[src/rtl/ps2_scancode_rx.sv]
// PS/2 keyboard scancode receiver.
// Synchronises and de-glitches the raw PS/2 lines, deframes 11-bit frames,
// folds E0/F0 prefixes into flags and queues {ext,brk,byte} entries in a
// first-word-fall-through FIFO. Also keeps a raw byte history register.
// Build option: define PS2_PARITY_CHECK_EN to enable odd-parity checking.
//
// state  | meaning
// -------+--------------------------------------------------------------
// IDLE   | waiting for a start bit (0) on a ps2_clk fall
// DATA   | shifting in 8 data bits, LSB first
// PARITY | capturing the parity bit
// STOP   | checking the stop bit, then accept or discard the byte
module ps2_scancode_rx #(
    parameter int FILTER_LEN     = 8,
    parameter int TIMEOUT_CYCLES = 200000,
    parameter int DEPTH          = 8,
    parameter int HIST_BYTES     = 4
) (
    input  logic                         clk,
    input  logic                         rst_n,
    input  logic                         ps2_clk,
    input  logic                         ps2_data,
    output logic                         code_valid,
    input  logic                         code_ready,
    output logic [7:0]                   code_data,
    output logic                         code_ext,
    output logic                         code_brk,
    output logic [8*HIST_BYTES-1:0]      keycode_hist,
    output logic [$clog2(DEPTH+1)-1:0]   fifo_count,
    output logic                         err_parity,
    output logic                         err_frame,
    output logic                         overflow
);

    localparam int PW = $clog2(DEPTH);
    localparam int CW = $clog2(DEPTH+1);
    localparam int TW = $clog2(TIMEOUT_CYCLES+1);
    localparam logic [7:0]    FL_LAST = 8'(FILTER_LEN-1);
    localparam logic [TW-1:0] TO_LOAD = TW'(TIMEOUT_CYCLES-1);
    localparam logic [CW-1:0] DEPTH_C = CW'(DEPTH);

    typedef enum logic [1:0] {IDLE, DATA, PARITY, STOP} state_t;

    state_t state, state_n;

    logic [1:0]    clk_sync, data_sync;
    logic          clk_f, data_f, clk_f_q;
    logic [7:0]    clk_cnt, data_cnt;
    logic          fall;
    logic [TW-1:0] timer;
    logic          timeout;
    logic [2:0]    bit_cnt;
    logic [7:0]    shreg;
    logic          par_bit;
    logic          parity_bad;
    logic          shift_en, par_en, byte_ok, perr_c, ferr_c;
    logic          pend_ext, pend_brk;
    logic          is_prefix, push, pop, full, wr;
    logic [PW-1:0] wptr, rptr;
    logic [9:0]    mem [DEPTH];
    logic [8*HIST_BYTES+7:0] hist_shift;

    // Two-flop synchronisers; idle line level is high.
    always_ff @(posedge clk or negedge rst_n) begin
        if (!rst_n) begin
            clk_sync  <= 2'b11;
            data_sync <= 2'b11;
        end else begin
            clk_sync  <= {clk_sync[0], ps2_clk};
            data_sync <= {data_sync[0], ps2_data};
        end
    end

    // ps2_clk filter: follow the input only after FILTER_LEN differing samples.
    always_ff @(posedge clk or negedge rst_n) begin
        if (!rst_n) begin
            clk_f   <= 1'b1;
            clk_cnt <= '0;
        end else if (clk_sync[1] == clk_f) begin
            clk_cnt <= '0;
        end else if (clk_cnt == FL_LAST) begin
            clk_f   <= clk_sync[1];
            clk_cnt <= '0;
        end else begin
            clk_cnt <= clk_cnt + 1'b1;
        end
    end

    // ps2_data filter, same rule as the clock filter.
    always_ff @(posedge clk or negedge rst_n) begin
        if (!rst_n) begin
            data_f   <= 1'b1;
            data_cnt <= '0;
        end else if (data_sync[1] == data_f) begin
            data_cnt <= '0;
        end else if (data_cnt == FL_LAST) begin
            data_f   <= data_sync[1];
            data_cnt <= '0;
        end else begin
            data_cnt <= data_cnt + 1'b1;
        end
    end

    assign fall = clk_f_q & ~clk_f;

    // Previous filtered clock for fall detection; inter-edge down-counter.
    always_ff @(posedge clk or negedge rst_n) begin
        if (!rst_n) begin
            clk_f_q <= 1'b1;
            timer   <= '0;
        end else begin
            clk_f_q <= clk_f;
            if (fall)
                timer <= TO_LOAD;
            else if (state != IDLE && timer != '0)
                timer <= timer - 1'b1;
        end
    end

    assign timeout = (state != IDLE) && !fall && (timer == '0);

`ifdef PS2_PARITY_CHECK_EN
    assign parity_bad = ~(^{shreg, par_bit});
`else
    // Parity bit is still captured but does not affect acceptance here.
    logic unused_parity;
    assign unused_parity = par_bit;
    assign parity_bad    = 1'b0;
`endif

    // FSM state register.
    always_ff @(posedge clk or negedge rst_n) begin
        if (!rst_n) state <= IDLE;
        else        state <= state_n;
    end

    // FSM next state and per-cycle control strobes.
    always_comb begin
        state_n  = state;
        shift_en = 1'b0;
        par_en   = 1'b0;
        byte_ok  = 1'b0;
        perr_c   = 1'b0;
        ferr_c   = 1'b0;
        if (timeout) begin
            state_n = IDLE;
            ferr_c  = 1'b1;
        end else if (fall) begin
            case (state)
                IDLE:    if (!data_f) state_n = DATA;
                DATA: begin
                    shift_en = 1'b1;
                    if (bit_cnt == 3'd7) state_n = PARITY;
                end
                PARITY: begin
                    par_en  = 1'b1;
                    state_n = STOP;
                end
                STOP: begin
                    state_n = IDLE;
                    if (!data_f)         ferr_c  = 1'b1;
                    else if (parity_bad) perr_c  = 1'b1;
                    else                 byte_ok = 1'b1;
                end
                default: state_n = IDLE;
            endcase
        end
    end

    // Frame datapath: bit counter, LSB-first shifter, parity capture.
    always_ff @(posedge clk or negedge rst_n) begin
        if (!rst_n) begin
            bit_cnt <= '0;
            shreg   <= '0;
            par_bit <= 1'b0;
        end else begin
            if (state == IDLE) bit_cnt <= '0;
            if (shift_en) begin
                shreg   <= {data_f, shreg[7:1]};
                bit_cnt <= bit_cnt + 1'b1;
            end
            if (par_en) par_bit <= data_f;
        end
    end

    assign is_prefix  = (shreg == 8'hE0) || (shreg == 8'hF0);
    assign push       = byte_ok && !is_prefix;
    assign pop        = code_valid && code_ready;
    assign full       = (fifo_count == DEPTH_C);
    assign wr         = push && (!full || pop);
    assign hist_shift = {keycode_hist, shreg};

    // Prefix flags, history register and registered error pulses.
    always_ff @(posedge clk or negedge rst_n) begin
        if (!rst_n) begin
            pend_ext     <= 1'b0;
            pend_brk     <= 1'b0;
            keycode_hist <= '0;
            err_parity   <= 1'b0;
            err_frame    <= 1'b0;
            overflow     <= 1'b0;
        end else begin
            err_parity <= perr_c;
            err_frame  <= ferr_c;
            overflow   <= push && full && !pop;
            if (byte_ok) begin
                keycode_hist <= hist_shift[8*HIST_BYTES-1:0];
                if (shreg == 8'hE0) begin
                    pend_ext <= 1'b1;
                end else if (shreg == 8'hF0) begin
                    pend_brk <= 1'b1;
                end else begin
                    pend_ext <= 1'b0;
                    pend_brk <= 1'b0;
                end
            end
        end
    end

    // FIFO storage; contents are don't-care until written.
    always_ff @(posedge clk) begin
        if (wr) mem[wptr] <= {pend_ext, pend_brk, shreg};
    end

    // FIFO pointers and occupancy; pointers wrap naturally (DEPTH is 2^n).
    always_ff @(posedge clk or negedge rst_n) begin
        if (!rst_n) begin
            wptr       <= '0;
            rptr       <= '0;
            fifo_count <= '0;
        end else begin
            if (wr)  wptr <= wptr + 1'b1;
            if (pop) rptr <= rptr + 1'b1;
            if (wr && !pop)      fifo_count <= fifo_count + 1'b1;
            else if (!wr && pop) fifo_count <= fifo_count - 1'b1;
        end
    end

    assign code_valid = (fifo_count != '0);
    assign {code_ext, code_brk, code_data} = code_valid ? mem[rptr] : 10'h000;

endmodule
[config.mk]
export PLATFORM = sky130hd
export DESIGN_NAME = ps2_scancode_rx
export DESIGN_NICKNAME = d
export VERILOG_FILES = /design/src/rtl/ps2_scancode_rx.sv
export SDC_FILE = /design/constraint.sdc
export NUM_CORES = 1
export LEC_CHECK = 0
export ABC_AREA = 1
export BUFFER_PORTS_ARGS = -buffer_cell sky130_fd_sc_hd__buf_4
export CAP_MARGIN = 20
export CORE_AREA = 2 2 165 167
export DETAILED_ROUTE_END_ITERATION = 8
export DIE_AREA = 0 0 167 169
export GPL_ROUTABILITY_DRIVEN = 0
export PLACE_DENSITY = 0.48
export SETUP_SLACK_MARGIN = 0.4
export SYNTH_ARGS = -nofsm -noshare
export SYNTH_HDL_FRONTEND = slang
export SYNTH_SLANG_ARGS = --single-unit
[constraint.sdc]
create_clock -name clk -period 2.3 [get_ports clk]
set_input_delay 0.23 -clock clk [delete_from_list [all_inputs] [get_ports clk]]
set_output_delay 0.23 -clock clk [all_outputs]
set_load 0.03 [all_outputs]
==> reports/summary.txt, run 1 <==
CP endpoint kind - primary output
Total GRT Usage - 13.6%
# diodes - 0
DRT Wirelength - 18700 µm
DP HPWL - 11900 µm
WL/cell - 15.0 µm
I/O Buffers - 53
die area - 28200 µm²
# nets final - 911
CTS tree - yes
async set-reset flop share out of synthesis - 55.6%
Min-Delay Path Class - input pin to flip-flop
Layout area overhead - 28.9%
CP Launch Point - rptr[0]
clk sinks - 180
Post-Syn Area per Cell - 9.98 µm²
synthesized net count - 805
type of origin of the critical path - flip-flop
Cells after Synth - 785
Synth Flop Type - dfrtp_1
RSZ-0062 raised after global routing - true
IO Pins - 55
overall power - 0.0114 W
Clock Latency Late Sink - 0.43 ns
Worst R2R End - fifo_count[3]
Non-Filler Instances - 1245
kind of critical path - flip-flop to primary output
Distinct cells, synth - 40
Leak Pwr - 4.29 nW
clk slew on worst S/H paths - 0.07 ns
EDFF count, synth - 80
Mapped Area - 7840 µm²
Yosys top cell area share - 30.7%
Post-synth top cells - nand2_1 (162), nor2_1 (140), dfrtp_1 (93)
status - complete, no violations
vias in the first global route - 5638
worst slack, placed - 0.115 ns
Worst Hold Depth - 4
top-count cell post-synth - nand2_1
crit-path max FO - 6
Die Y - 169 µm
routed vias/inst - 4.51
CTS Buf Count - 17
Starting Density - 29.6%
Req. time, crit path - 2.07 ns
worst r2r path cells - 14
initial antenna violation count - 0
drt first pass iters - 4
DRC - 0
drt initial violations - 364
largest cells by area after synthesis - edfxtp_1 (31%), dfrtp_1 (30%), nand2_1 (7.8%)
YS warnings - 0
setup TNS - 0 ns
post-synthesis sequential area ratio - 62.7%
fin. max-slew vios - 0
final-report hold violation count - 0
layout cells sized above 1 - 23.8%
die width - 167 µm
MaxCap Viol Count - 0
Period minus WS final - 2.16 ns
grt total ovfl - 0
clk buf depth - 2
Synth area leader - edfxtp_1
worst r2r src - clk_f_q
Rows - 60
CTS Root Cell - clkbuf_16
Worst Max-Slew Pin Slew - 0.522 ns
largest net degree at the start of global routing - 48
CORE AREA - 26500 µm²
Arrival @ worst endpoint - 1.93 ns
detailed-route via count - 5614
global-route wire length before repair - 30200 µm
PnR worst setup slack - 0.137 ns
VDD IR max - 0.000744 V
reg2reg setup slack - 0.19 ns
Final Cycle Share - 94.0%
Power Dens Cells - 1120 nW/µm²
Inst Count DP - 1180
post-route ant nets - 0
final setup vio count - 0
Setup crit end - code_data[5]
skew final - 0.0114 ns
highest clock rate - 462 MHz
Yosys reg bits - 180
H-Tree Depth - 4
worst relative slew slack - 65.2%
## state kept, by name, indices dropped and copies added (netlist names)
register      flops
mem              80
keycode_hist     32
timer            18
clk_cnt           8
data_cnt          8
shreg             8
fifo_count        4
bit_cnt           3
rptr              3
wptr              3
clk_sync          2
data_sync         2
state             2
clk_f             1
clk_f_q           1
data_f            1
err_frame         1
overflow          1
pend_brk          1
pend_ext          1
## stage by stage
step | hold slack [ns] | utilization (%) | area [µm²]
3_3_place_gp | 0.168 | 33.7 | 8920
4_1_cts | 0.178 | 37.1 | 9840
2_1_floorplan | -0.0656 | - | 7960
6_report | 0.224 | 38.1 | 10100
3_5_place_dp | 0.167 | 33.7 | 8920
5_1_grt | 0.226 | 38.1 | 10100
## cells by family (layout without fill, tap and decap cells)
group	count (synthesis)	in the layout	synth area share [%]
xor+xnor	15	15	1.68
other cells	1	1	0.0479
compound gates	116	116	8.48
simple gates	371	372	19.9
flops	180	180	62.7
buf+inv	85	203	4.36
mux	2	2	0.287
fa+ha+maj	15	15	2.49
## worst max-delay path: stages, from the launching register on
cell,delay (ns)
dfrtp_2,0.44
buf_6,0.16
buf_12,0.14
nor2_1,0.09
nor2_1,0.05
o21ai_1,0.12
o21ai_1,0.11
o21ai_1,0.17
nor2_2,0.07
buf_6,0.14
## layout make-up
class / instances / area, µm²
well taps: 341 / 427
repair buffers: 113 / 1110
inverters: 58 / 233
fillers: 2621 / 16400
multi-input cells: 521 / 2860
clock buffers: 19 / 433
flip-flops and latches: 180 / 4920
clock inverters: 13 / 125
## what timing repair did
item | 4_1_cts | 5_1_grt
resized for setup | 58 | 43
cloned | 4 | 5
setup endpoints to repair | 55 | 104
hold buffers | 3 | 0
hold endpoints to repair | 26 | 0
pin swaps | 32 | 34
buffers inserted | 12 | 9
## per-layer routing
layer	vias up	track usage, %	part of all wire (%)
li1	2831	-	-
met2	67	22.9	50
met1	2699	18.0	46
met4	0	3.30	1.3
met3	17	3.02	3.0
met5	-	0	0
## report_power, final
part	leakage, nW	internal, W	switching, W	total (W)
sequential	1.99	0.00367	0.000319	0.00399
combinational	2.03	0.00184	0.00272	0.00456
clock	0.266	0.00151	0.00129	0.00281
total	4.29	0.00703	0.00433	0.0114
## how the worst min path moves through the flow
stage               start          to  slack (ns)
6_report       code_ready    overflow        0.22
2_1_floorplan       rst_n  bit_cnt[0]       -0.07
4_1_cts        code_ready    overflow        0.18
3_5_place_dp        rst_n   timer[13]        0.17
5_1_grt        code_ready    overflow        0.23
3_3_place_gp        rst_n   timer[13]        0.17
## cell usage in the layout, fill, tap and decap left out, types with 5 or more instances in the layout
| cell | synthesis | routed |
|---|---|---|
| dfstp_2 | 7 | 7 |
| nor2_4 | 3 | 13 |
| nor3_1 | 10 | 5 |
| nor2_1 | 140 | 123 |
| o21ai_1 | 6 | 31 |
| nand4_1 | 10 | 10 |
| buf_6 | 2 | 16 |
| xnor2_1 | 8 | 7 |
| inv_1 | 56 | 50 |
| nand3_1 | 30 | 29 |
| buf_4 | 1 | 81 |
| nand2_1 | 162 | 160 |
| dfrtp_1 | 93 | 91 |
| buf_12 | 0 | 6 |
| a21oi_1 | 6 | 5 |
| o21ai_2 | 6 | 10 |
| edfxtp_1 | 80 | 80 |
| nor2_2 | 2 | 9 |
| clkbuf_16 | 0 | 18 |
| xor2_1 | 7 | 7 |
| nor3b_1 | 6 | 6 |
| o32ai_1 | 10 | 8 |
| o21ai_0 | 81 | 52 |
| ha_1 | 14 | 10 |
(Power assumes the default switching activity.)
==> inputs of run 2 (changes only) <==
--- a/config.mk
+++ b/config.mk
@@ -8,11 +8,12 @@
 export ABC_AREA = 1
 export BUFFER_PORTS_ARGS = -buffer_cell sky130_fd_sc_hd__buf_4
 export CAP_MARGIN = 20
-export CORE_AREA = 2 2 165 167
+export CORE_AREA = 2 2 135 137
 export DETAILED_ROUTE_END_ITERATION = 8
-export DIE_AREA = 0 0 167 169
+export DIE_AREA = 0 0 137 139
 export GPL_ROUTABILITY_DRIVEN = 0
-export PLACE_DENSITY = 0.48
+export PLACE_DENSITY = 0.65
+export REMOVE_ABC_BUFFERS = 1
 export SETUP_SLACK_MARGIN = 0.4
 export SYNTH_ARGS = -nofsm -noshare
 export SYNTH_HDL_FRONTEND = slang
==> constraint.sdc (replaced) <==
create_clock -name clk -period 2.3 [get_ports clk]
set_input_delay 0.23 -clock clk [delete_from_list [all_inputs] [get_ports clk]]
set_output_delay 0.23 -clock clk [all_outputs]
set_load 0.02 [all_outputs]
==> reports/summary.txt, run 2 (synthesis gave the netlist of run 1 again) <==
status - complete, no violations
final setup vio count - 0
DP HPWL - 10700 µm
worst r2r src - clk_f_q
highest clock rate - 466 MHz
Period minus WS final - 2.15 ns
grt total ovfl - 0
Total GRT Usage - 19.5%
CTS Root Cell - clkbuf_16
type of origin of the critical path - flip-flop
worst r2r path cells - 14
Leak Pwr - 4.43 nW
crit-path max cell delay - 0.51 ns
die width - 137 µm
routed vias/inst - 5.10
clk buf depth - 2
detailed-route via count - 5868
die area - 19000 µm²
clk slew on worst S/H paths - 0.07 ns
most frequent CP cell - o21ai_1
Arrival @ worst endpoint - 1.92 ns
clk sinks - 180
Biggest register - mem
Slowest-stage cell, CP - dfrtp_2
crit path cell chain - inv_4, buf_12, o21ai_1, o21ai_0, o21ai_1, nor2_1, buf_4
commonest non-fill, non-tap cells in the layout - nand2_1 (159), nor2_1 (129), dfrtp_1 (92), buf_4 (92), edfxtp_1 (80)
Req. time, crit path - 2.07 ns
Final Cycle Share - 93.4%
Rows - 49
final-report hold violation count - 0
drt initial violations - 390
max FFs per register - 80
VDD IR max - 0.000789 V
IO Pins - 55
fin. max-slew vios - 0
post-route ant nets - 0
largest net degree at the start of global routing - 52
# diodes - 0
skew final - 0.00838 ns
Die Y - 139 µm
worst relative slew slack - 55.0%
DRC - 0
Clock Latency Late Sink - 0.43 ns
MaxCap Viol Count - 0
WL/cell - 15.4 µm
global-route wire length before repair - 29000 µm
initial antenna violation count - 0
CTS Buf Count - 17
Worst R2R End - fifo_count[3]
Filler Cell Count - 1464
kind of critical path - flip-flop to primary output
Layout area overhead - 29.9%
Starting Density - 44.4%
CORE AREA - 17700 µm²
H-Tree Depth - 4
vias in the first global route - 5823
CP Launch Point - rptr[0]
RSZ-0062 raised after global routing - true
commonest non-fill, non-tap cell in the layout - nand2_1
CTS tree - yes
DRT Wirelength - 17800 µm
I/O Buffers - 53
# nets final - 928
Power Dens Cells - 1120 nW/µm²
drt first pass iters - 6
Setup crit end - code_ext
registers with the most flip-flops - mem: 80 flops, keycode_hist: 32 flops, timer: 18 flops
Worst Max-Slew Pin Slew - 0.674 ns
layout cells sized above 1 - 25.2%
final core occ - 57.6%
CP endpoint kind - primary output
crit-path max FO - 25
reg2reg setup slack - 0.18 ns
Min-Delay Path Class - input pin to flip-flop
setup TNS - 0 ns
## run 2: cell types whose count changed in the layout (fill, tap and decap cells not counted), moves of 4 or more
cell,delta
nor2_1,+6
buf_4,+11
nor2_4,-4
o21ai_1,-4
inv_6,-4
o21ai_2,+5
buf_6,+7
## run 2: layout make-up
class | count | area (µm²) | area share, %
flip-flops and latches | 180 | 4910 | 48.3
multi-input cells | 520 | 2840 | 27.9
clock buffers | 22 | 487 | 4.78
inverters | 58 | 225 | 2.21
repair buffers | 131 | 1280 | 12.6
clock inverters | 10 | 145 | 1.43
well taps | 229 | 287 | 2.82
## run 2: metrics by stage
step / setup slack, ns / power [W] / hold WS, ns / instance area [µm²] / instances
final: 0.153 / 0.0114 / 0.139 / 10200 / 1150
after global routing: 0.0442 / 0.0121 / 0.151 / 10200 / 1150
after CTS: 0.141 / 0.0113 / 0.187 / 10000 / 1143
after detailed placement: 0.00200 / 0.00749 / 0.307 / 8710 / 1080
after global placement: 0.0268 / 0.00743 / 0.311 / 8710 / 1080
after floorplan: -0.880 / 0.00626 / -0.0656 / 7710 / 758
## run 2: report_power, final
group | leakage (nW) | internal, W | switching [W] | total (W)
clock network | 0.313 | 0.00184 | 0.00121 | 0.00305
logic | 2.12 | 0.00185 | 0.00255 | 0.00440
registers | 2.00 | 0.00367 | 0.000301 | 0.00397
## run 2: per-layer routing
metal  share of wire [%]  vias up  track usage, %
li1                    -     2865               -
met1                  43     2867            24.4
met2                  51      107            33.2
met3                 3.8       29            5.01
met4                 1.9        0            6.02
met5                   0        -               0
## run 2: worst min-delay path by stage
stage | from | end | depth (start not counted)
after global routing | code_ready | overflow | 4
after CTS | code_ready | overflow | 4
after detailed placement | rst_n | keycode_hist[22] | 1
after global placement | rst_n | keycode_hist[22] | 1
after floorplan | rst_n | bit_cnt[0] | 0
final | code_ready | overflow | 4
## run 2: repair_timing
action,in CTS,in global routing
setup buffers,17,5
gates resized for setup,113,35
cloned,11,2
hold endpoints to repair,46,0
setup endpoints to repair,93,110
pin swaps,34,21
hold buffers,3,0
## run 2: worst max-delay path: cells and delay by family (launching register included)
kind                   cells  cell delay [ns]
buffers and inverters      3             0.43
DFF                        1             0.51
and+or+nand+nor            1             0.08
AOI/OAI and AO/OA          3             0.45
